--- config.mk ---
export PLATFORM = sky130hd
export DESIGN_NAME = can_tx_frame
export DESIGN_NICKNAME = d
export VERILOG_FILES = /design/src/rtl/can_pkg.sv /design/src/rtl/can_tx_crc.sv /design/src/rtl/can_tx_frame.sv
export SDC_FILE = /design/constraint.sdc
export NUM_CORES = 1
export LEC_CHECK = 0
export BUFFER_PORTS_ARGS = -buffer_cell sky130_fd_sc_hd__buf_2
export CAP_MARGIN = 40
export CORE_MARGIN = 4
export CORE_UTILIZATION = 38
export DETAILED_ROUTE_END_ITERATION = 10
export MAX_ROUTING_LAYER = met4
export SLEW_MARGIN = 20
export SYNTH_ARGS = -nofsm -noshare
export SYNTH_HDL_FRONTEND = slang
export SYNTH_SLANG_ARGS = --single-unit
--- constraint.sdc ---
create_clock -name clk -period 11.45 [get_ports clk]
set_input_delay 1.145 -clock clk [delete_from_list [all_inputs] [get_ports clk]]
set_output_delay 1.145 -clock clk [all_outputs]
set_load 0.02 [all_outputs]
--- src/rtl/can_pkg.sv ---
// Shared constants, state encoding and frame payload for the CAN transmit path.
`timescale 1ns/1ps
package can_pkg;

  localparam logic [14:0] CRC_POLY = 15'h4599;

  localparam int unsigned ID_LEN  = 11;
  localparam int unsigned DLC_LEN = 4;
  localparam int unsigned CRC_LEN = 15;
  localparam int unsigned EOF_LEN = 7;
  // Wide enough to index the 64 data bits.
  localparam int unsigned CNT_W   = 6;

  typedef enum logic [3:0] {
    ST_IDLE,
    ST_SOF,
    ST_ID,
    ST_RTR,
    ST_IDE,
    ST_R0,
    ST_DLC,
    ST_DATA,
    ST_CRC,
    ST_CRC_DEL,
    ST_ACK_SLOT,
    ST_ACK_DEL,
    ST_EOF,
    ST_IFS
  } state_e;

  typedef struct packed {
    logic [10:0] id;
    logic        rtr;
    logic [3:0]  dlc;
    logic [63:0] data;
  } frame_t;

endpackage

--- src/rtl/can_tx_crc.sv ---
// CRC-15 shift register: one step per unstuffed frame bit.
`timescale 1ns/1ps
module can_tx_crc
  import can_pkg::*;
(
  input  logic        clk,
  input  logic        rst_n,
  input  logic        clear,
  input  logic        shift_en,
  input  logic        din,
  output logic [14:0] crc
);

  logic fb;

  assign fb = din ^ crc[14];

  always_ff @(posedge clk or negedge rst_n) begin
    if (!rst_n) begin
      crc <= '0;
    end else if (clear) begin
      crc <= '0;
    end else if (shift_en) begin
      crc <= {crc[13:0], 1'b0} ^ (fb ? CRC_POLY : 15'h0000);
    end
  end

endmodule

--- src/rtl/can_tx_frame.sv ---
// CAN 2.0A frame transmitter: field sequencing, bit stuffing, CRC, arbitration and ACK check.
`timescale 1ns/1ps
module can_tx_frame
  import can_pkg::*;
#(
  parameter int unsigned IFS_BITS = 3
) (
  input  logic        clk,
  input  logic        rst_n,
  input  logic        bit_tick,
  input  logic        start,
  input  logic [10:0] id,
  input  logic        rtr,
  input  logic [3:0]  dlc,
  input  logic [63:0] data,
  input  logic        rx,
  output logic        tx,
  output logic        busy,
  output logic        done,
  output logic        ack_err,
  output logic        arb_lost
);

  state_e           state_q, state_d, adv_state;
  logic [CNT_W-1:0] cnt_q, cnt_d, adv_cnt;
  logic [2:0]       run_q, run_d;
  frame_t           frm_q, frm_d;
  logic             tx_d, busy_d, done_d, ack_err_d, arb_lost_d;
  logic             fin, nxt_bit, stuff_zone;
  logic             crc_clear, crc_shift, crc_din;
  logic [14:0]      crc;
  logic [3:0]       nbytes;
  logic [6:0]       data_bits;
  logic             has_data;

  can_tx_crc u_crc (
    .clk      (clk),
    .rst_n    (rst_n),
    .clear    (crc_clear),
    .shift_en (crc_shift),
    .din      (crc_din),
    .crc      (crc)
  );

  assign nbytes     = (frm_q.dlc > 4'd8) ? 4'd8 : frm_q.dlc;
  assign data_bits  = {nbytes, 3'b000};
  assign has_data   = !frm_q.rtr && (nbytes != 4'd0);
  assign stuff_zone = state_q inside {ST_SOF, ST_ID, ST_RTR, ST_IDE, ST_R0, ST_DLC, ST_DATA, ST_CRC};

  // Field position that follows the current non-stuff bit; fin marks the last IFS bit.
  always_comb begin
    adv_state = state_q;
    adv_cnt   = '0;
    fin       = 1'b0;
    unique case (state_q)
      ST_SOF:      adv_state = ST_ID;
      ST_ID:       if (cnt_q == CNT_W'(ID_LEN - 1)) adv_state = ST_RTR;
                   else adv_cnt = cnt_q + CNT_W'(1);
      ST_RTR:      adv_state = ST_IDE;
      ST_IDE:      adv_state = ST_R0;
      ST_R0:       adv_state = ST_DLC;
      ST_DLC:      if (cnt_q == CNT_W'(DLC_LEN - 1)) adv_state = has_data ? ST_DATA : ST_CRC;
                   else adv_cnt = cnt_q + CNT_W'(1);
      ST_DATA:     if (({1'b0, cnt_q} + 7'd1) == data_bits) adv_state = ST_CRC;
                   else adv_cnt = cnt_q + CNT_W'(1);
      ST_CRC:      if (cnt_q == CNT_W'(CRC_LEN - 1)) adv_state = ST_CRC_DEL;
                   else adv_cnt = cnt_q + CNT_W'(1);
      ST_CRC_DEL:  adv_state = ST_ACK_SLOT;
      ST_ACK_SLOT: adv_state = ST_ACK_DEL;
      ST_ACK_DEL:  adv_state = ST_EOF;
      ST_EOF:      if (cnt_q == CNT_W'(EOF_LEN - 1)) begin
                     if (IFS_BITS == 0) fin = 1'b1;
                     else adv_state = ST_IFS;
                   end else adv_cnt = cnt_q + CNT_W'(1);
      ST_IFS:      if (cnt_q == CNT_W'(IFS_BITS - 1)) fin = 1'b1;
                   else adv_cnt = cnt_q + CNT_W'(1);
      default:     adv_state = ST_SOF;
    endcase
  end

  // Bus level for the field position being entered.
  always_comb begin
    nxt_bit = 1'b1;
    unique case (adv_state)
      ST_SOF, ST_IDE, ST_R0: nxt_bit = 1'b0;
      ST_ID:   nxt_bit = frm_q.id[4'(ID_LEN - 1) - adv_cnt[3:0]];
      ST_RTR:  nxt_bit = frm_q.rtr;
      ST_DLC:  nxt_bit = frm_q.dlc[2'(DLC_LEN - 1) - adv_cnt[1:0]];
      ST_DATA: nxt_bit = frm_q.data[~adv_cnt];
      ST_CRC:  nxt_bit = crc[4'(CRC_LEN - 1) - adv_cnt[3:0]];
      default: nxt_bit = 1'b1;
    endcase
  end

  // IDLE with busy set means a frame is armed and waits for the next bit boundary.
  always_comb begin
    state_d    = state_q;
    cnt_d      = cnt_q;
    run_d      = run_q;
    frm_d      = frm_q;
    tx_d       = tx;
    busy_d     = busy;
    done_d     = 1'b0;
    ack_err_d  = ack_err;
    arb_lost_d = 1'b0;
    crc_clear  = 1'b0;
    crc_shift  = 1'b0;
    crc_din    = nxt_bit;
    if (state_q == ST_IDLE && !busy) begin
      if (start) begin
        frm_d.id   = id;
        frm_d.rtr  = rtr;
        frm_d.dlc  = dlc;
        frm_d.data = data;
        busy_d     = 1'b1;
        ack_err_d  = 1'b0;
        crc_clear  = 1'b1;
      end
    end else if (bit_tick) begin
      if ((state_q == ST_ID || state_q == ST_RTR) && tx && !rx) begin
        state_d    = ST_IDLE;
        cnt_d      = '0;
        run_d      = '0;
        tx_d       = 1'b1;
        busy_d     = 1'b0;
        arb_lost_d = 1'b1;
      end else if (stuff_zone && run_q == 3'd5) begin
        tx_d  = ~tx;
        run_d = 3'd1;
      end else if (fin) begin
        state_d = ST_IDLE;
        cnt_d   = '0;
        run_d   = '0;
        tx_d    = 1'b1;
        busy_d  = 1'b0;
        done_d  = 1'b1;
      end else begin
        if (state_q == ST_ACK_SLOT && rx) ack_err_d = 1'b1;
        state_d   = adv_state;
        cnt_d     = adv_cnt;
        tx_d      = nxt_bit;
        run_d     = (nxt_bit == tx) ? ((run_q == 3'd7) ? run_q : run_q + 3'd1) : 3'd1;
        crc_shift = adv_state inside {ST_SOF, ST_ID, ST_RTR, ST_IDE, ST_R0, ST_DLC, ST_DATA};
      end
    end
  end

  always_ff @(posedge clk or negedge rst_n) begin
    if (!rst_n) begin
      state_q  <= ST_IDLE;
      cnt_q    <= '0;
      run_q    <= '0;
      frm_q    <= '0;
      tx       <= 1'b1;
      busy     <= 1'b0;
      done     <= 1'b0;
      ack_err  <= 1'b0;
      arb_lost <= 1'b0;
    end else begin
      state_q  <= state_d;
      cnt_q    <= cnt_d;
      run_q    <= run_d;
      frm_q    <= frm_d;
      tx       <= tx_d;
      busy     <= busy_d;
      done     <= done_d;
      ack_err  <= ack_err_d;
      arb_lost <= arb_lost_d;
    end
  end

endmodule

==> impl_summary.txt <==
----------------------------------------------------
[Timing]
  Rel. slew slack ... 43.58%
  Post-route minimum period ... 5.331 ns
  Worst slew pin tran ... 0.8398 ns
  Period utilization ... between 40% and 50%
  Highest Clock Rate ... 187.6 MHz
  Unrepaired setup endpoints after global routing ... false
  Clock skew ... a little over 0.008 ns
  Setup tns final ... 0 ns
  Number of failing hold endpoints at the final stage ... 0
  Post-Route Hold Slack ... 0.4966 ns
  Setup-failing EPs final ... 0
  Final number of max-transition violations ... 0

[Global route]
  First-pass GRT wire length ... 28.39 mm
  Global route overflow ... 0
  Maximum number of pins on one net before global-route repair ... 65
  Number of global-route vias before repair ... 5310
  Initial antenna violation count ... 0
  Global routing usage summed across all routing layers ... roughly a fifth

[Power]
  Static leakage power ... 3.474 nW
  Power density relative to cell area ... 261.0 nW/um^2
  Max rail drop VDD ... 0.1114 mV

[Logic synthesis]
  Post-synthesis instance total ... around 590
  Synthesized cell area ... 6484 um^2
  Cell taking the most area after synthesis ... sky130_fd_sc_hd__dfrtp_1
  Seq/Total Area, Yosys ... 43.63%
  Dominant cells by area after synthesis ... sky130_fd_sc_hd__dfrtp_1 (43%), sky130_fd_sc_hd__mux2_2 (14%), sky130_fd_sc_hd__nand2_1 (4.0%)
  Warnings, synthesis ... 0
  Flip-flop cell with the highest count after synthesis ... sky130_fd_sc_hd__dfrtp_1
  Number of synthesized register bits ... 113
  Synthesized area per cell ... 10.92 um^2
  Synth cell types ... 77
  Share of flip-flops with an asynchronous set or reset after synthesis ... 100.0%
  Count of flip-flops with a built-in enable after synthesis ... 0
  Syn nets ... 686
  Share of the synthesized area in the top cell type ... 43.23%

[Worst hold path]
  Class of the tightest hold or removal check ... reg2reg
  Origin of the worst min-delay path ... u_crc.crc[8]$_DFFE_PN0P_

[Worst setup path]
  Chain of cells forming the critical path ... inv_1 -> ha_1 -> or3b_4 -> o311ai_2 -> nand4_2 -> o21ai_2 -> inv_2 -> ha_1 -> xor2_2 -> mux2i_1 -> mux4_2 -> a21o_1 -> o211a_1 -> o41a_1 -> xnor3_1 -> a21o_1
  Worst path buffer plus inverter count ... 2
  Kind of start point of the critical path ... register
  First element of the critical path ... cnt_q[0]$_DFFE_PN0P_
  Top fanout value on the critical path ... 16
  Endpoint kind of the worst setup timing path ... register
  Data arrival time at the worst-slack endpoint ... 5.63 ns
  Startpoint-to-endpoint class of the critical path ... reg2reg
  Reg-to-reg critical path startpoint ... cnt_q[0]$_DFFE_PN0P_
  Critical Path Slowest Stage Cell ... sky130_fd_sc_hd__o21ai_2
  Cell type group with the largest total delay on the critical path ... compound AO/OA/AOI/OAI gates
  Slowest cell delay on critical path ... around 0.60 ns
  Endpoint required time on the critical path ... 11.75 ns

[Clock network]
  Number of sinks on the clock net ... 113
  Number of levels in the clock H-tree ... 4
  Clock latency on the worst-skew pair ... 0.42 ns
  CTS max path bufs ... 2
  Buffer type at the clock tree root ... sky130_fd_sc_hd__clkbuf_16
  TritonCTS clock tree ... built
  Number of hold buffers added after CTS ... 0
  Post-CTS Resized ... 0
  CTS Buf Count ... 17
  CTS clk-pin slew, worst paths ... ~0.050 ns
  Number of setup buffers added after CTS ... 0

[Die]
  Num ports ... 90
  Starting Density ... 38.96%
  Die Y-Extent ... 138.6 um
  X dimension of the die ... 138.6 um
  Number of core rows ... 47
  Floorplan core area ... approximately 17000 um^2
  Area of the die ... 19220 um^2

[Job]
  Number of max-cap violations ... 0

[Route]
  Vias after detailed routing ... between 5000 and 6000
  Number of antenna-violating nets in the routed design ... 0
  Number of remaining DRC errors ... 0
  Drt wl/cell ... around 19 um
  First-iteration detailed-routing DRC count ... around 460
  Post-Route WL ... 17.22 mm
  Drt via density ... 5.581
  First-pass iteration count of the detailed router ... 6

[Cells and area]
  Diode insertion count for antenna repair ... 0
  Layout Nets ... 767
  Final Util ... 46.20%
  Area growth from synthesis to layout ... 18.58%
  Share of layout cells above drive strength 1 ... roughly a third

[Placement]
  Number of input and output port buffers inserted ... 89
  Half-perimeter wire length after placement ... 12.36 mm
  RD Place Congestion ... 0.9276

[Outcome]
  Run status ... finished clean

----------------------------------------------------
## where the power goes
group / internal [mW] / switching [mW]
Clock: 0.328 / 0.179
Combinational: 0.387 / 0.366
Sequential: 0.583 / 0.163
## layout by cell type, fill, tap and decap left out, types with 17 or more instances in the layout
| cell | netlist | routed |
|---|---|---|
| sky130_fd_sc_hd__dfrtp_1 | 112 | 112 |
| sky130_fd_sc_hd__buf_2 | 6 | 88 |
| sky130_fd_sc_hd__mux2_2 | 83 | 83 |
| sky130_fd_sc_hd__nand2_1 | 69 | 68 |
| sky130_fd_sc_hd__nand3_1 | 30 | 30 |
| sky130_fd_sc_hd__nor2_1 | 23 | 23 |
| sky130_fd_sc_hd__o21ai_0 | 22 | 22 |
| sky130_fd_sc_hd__mux2i_1 | 21 | 21 |
| sky130_fd_sc_hd__a21oi_1 | 17 | 17 |
| sky130_fd_sc_hd__clkbuf_16 | 0 | 17 |
## stage by stage
stage,power (mW),worst slack (ns),cells,cell area [um^2]
finish,2.006,6.119,906,7689
global route,2.140,5.662,906,7689
CTS,2.012,6.057,905,7669
detailed placement,1.497,6.093,875,7114
global placement,1.466,6.358,873,7079
floorplan,1.301,7.126,594,6484
## Yosys cell counts, drive strengths merged (8+ instances only)
cell type and number:
buf 19, nor2b 9, nor3 10, mux2i 21
a21oi 20, nand3 30, and3 11, a31oi 8
mux2 83, o21ai 29, nand2 69, xnor2 8
dfrtp 112, nor2 23, clkbuf 15
## registers in the layout (all words and copies together) (netlist names)
register,cells
frm_q,80
u_crc.crc,15
cnt_q,6
state_q,4
run_q,3
ack_err,1
arb_lost,1
busy,1
done,1
tx,1
## final timing paths
path                                             end  slack, ns  depth (start not counted)
hold reg to reg             u_crc.crc[9]$_DFFE_PN0P_       0.50                          2
min in group asynchronous   u_crc.crc[1]$_DFFE_PN0P_       0.65                          1
setup / recovery            u_crc.crc[4]$_DFFE_PN0P_       6.12                         16
max in group asynchronous  u_crc.crc[12]$_DFFE_PN0P_       9.83                          2
hold / removal              u_crc.crc[9]$_DFFE_PN0P_       0.50                          2
setup reg to reg            u_crc.crc[4]$_DFFE_PN0P_       6.12                         16
## logic make-up after synthesis
| group | after synthesis | share of synthesized area [%] |
|---|---|---|
| adder cells (fa/ha/maj) | 7 | 1.351 |
| multiplexers | 110 | 19.86 |
| XOR/XNOR | 20 | 4.554 |
| flip-flops | 113 | 43.63 |
| buffers and inverters | 41 | 2.952 |
| AO/OA/AOI/OAI | 119 | 13.57 |
| AND/OR/NAND/NOR | 184 | 14.09 |
## metal layers
layer	wire [um]	part of all wire, %	GRT usage [%]	vias to the layer above
li1	-	-	-	2360
met3	839	4.9	3.793	28
met2	8130	47	29.01	168
met5	0	0	-	-
met4	213	1.2	5.304	0
met1	8035	47	25.53	2500
## layout make-up
| type | instances | area (um^2) |
|---|---|---|
| clock buffer | 24 | 471.7 |
| sequential | 113 | 2829 |
| fill | 1542 | 8954 |
| multi-input combinational | 440 | 3471 |
| tap | 220 | 275.3 |
| clock inverter | 6 | 82.58 |
| timing repair buffer | 96 | 533.0 |
| inverter | 7 | 26.28 |
## worst register-to-register path, stage by stage (launching register included)
cell,delay (ns)
sky130_fd_sc_hd__dfrtp_1,0.46
sky130_fd_sc_hd__inv_1,0.09
sky130_fd_sc_hd__ha_1,0.15
sky130_fd_sc_hd__or3b_4,0.42
sky130_fd_sc_hd__o311ai_2,0.35
sky130_fd_sc_hd__nand4_2,0.28
sky130_fd_sc_hd__o21ai_2,0.60
sky130_fd_sc_hd__inv_2,0.33
sky130_fd_sc_hd__ha_1,0.37
sky130_fd_sc_hd__xor2_2,0.38
sky130_fd_sc_hd__mux2i_1,0.27
sky130_fd_sc_hd__mux4_2,0.26
sky130_fd_sc_hd__a21o_1,0.11
sky130_fd_sc_hd__o211a_1,0.13
sky130_fd_sc_hd__o41a_1,0.53
sky130_fd_sc_hd__xnor3_1,0.31
sky130_fd_sc_hd__a21o_1,0.18
No activity file was read; power rests on OpenSTA's default activity.
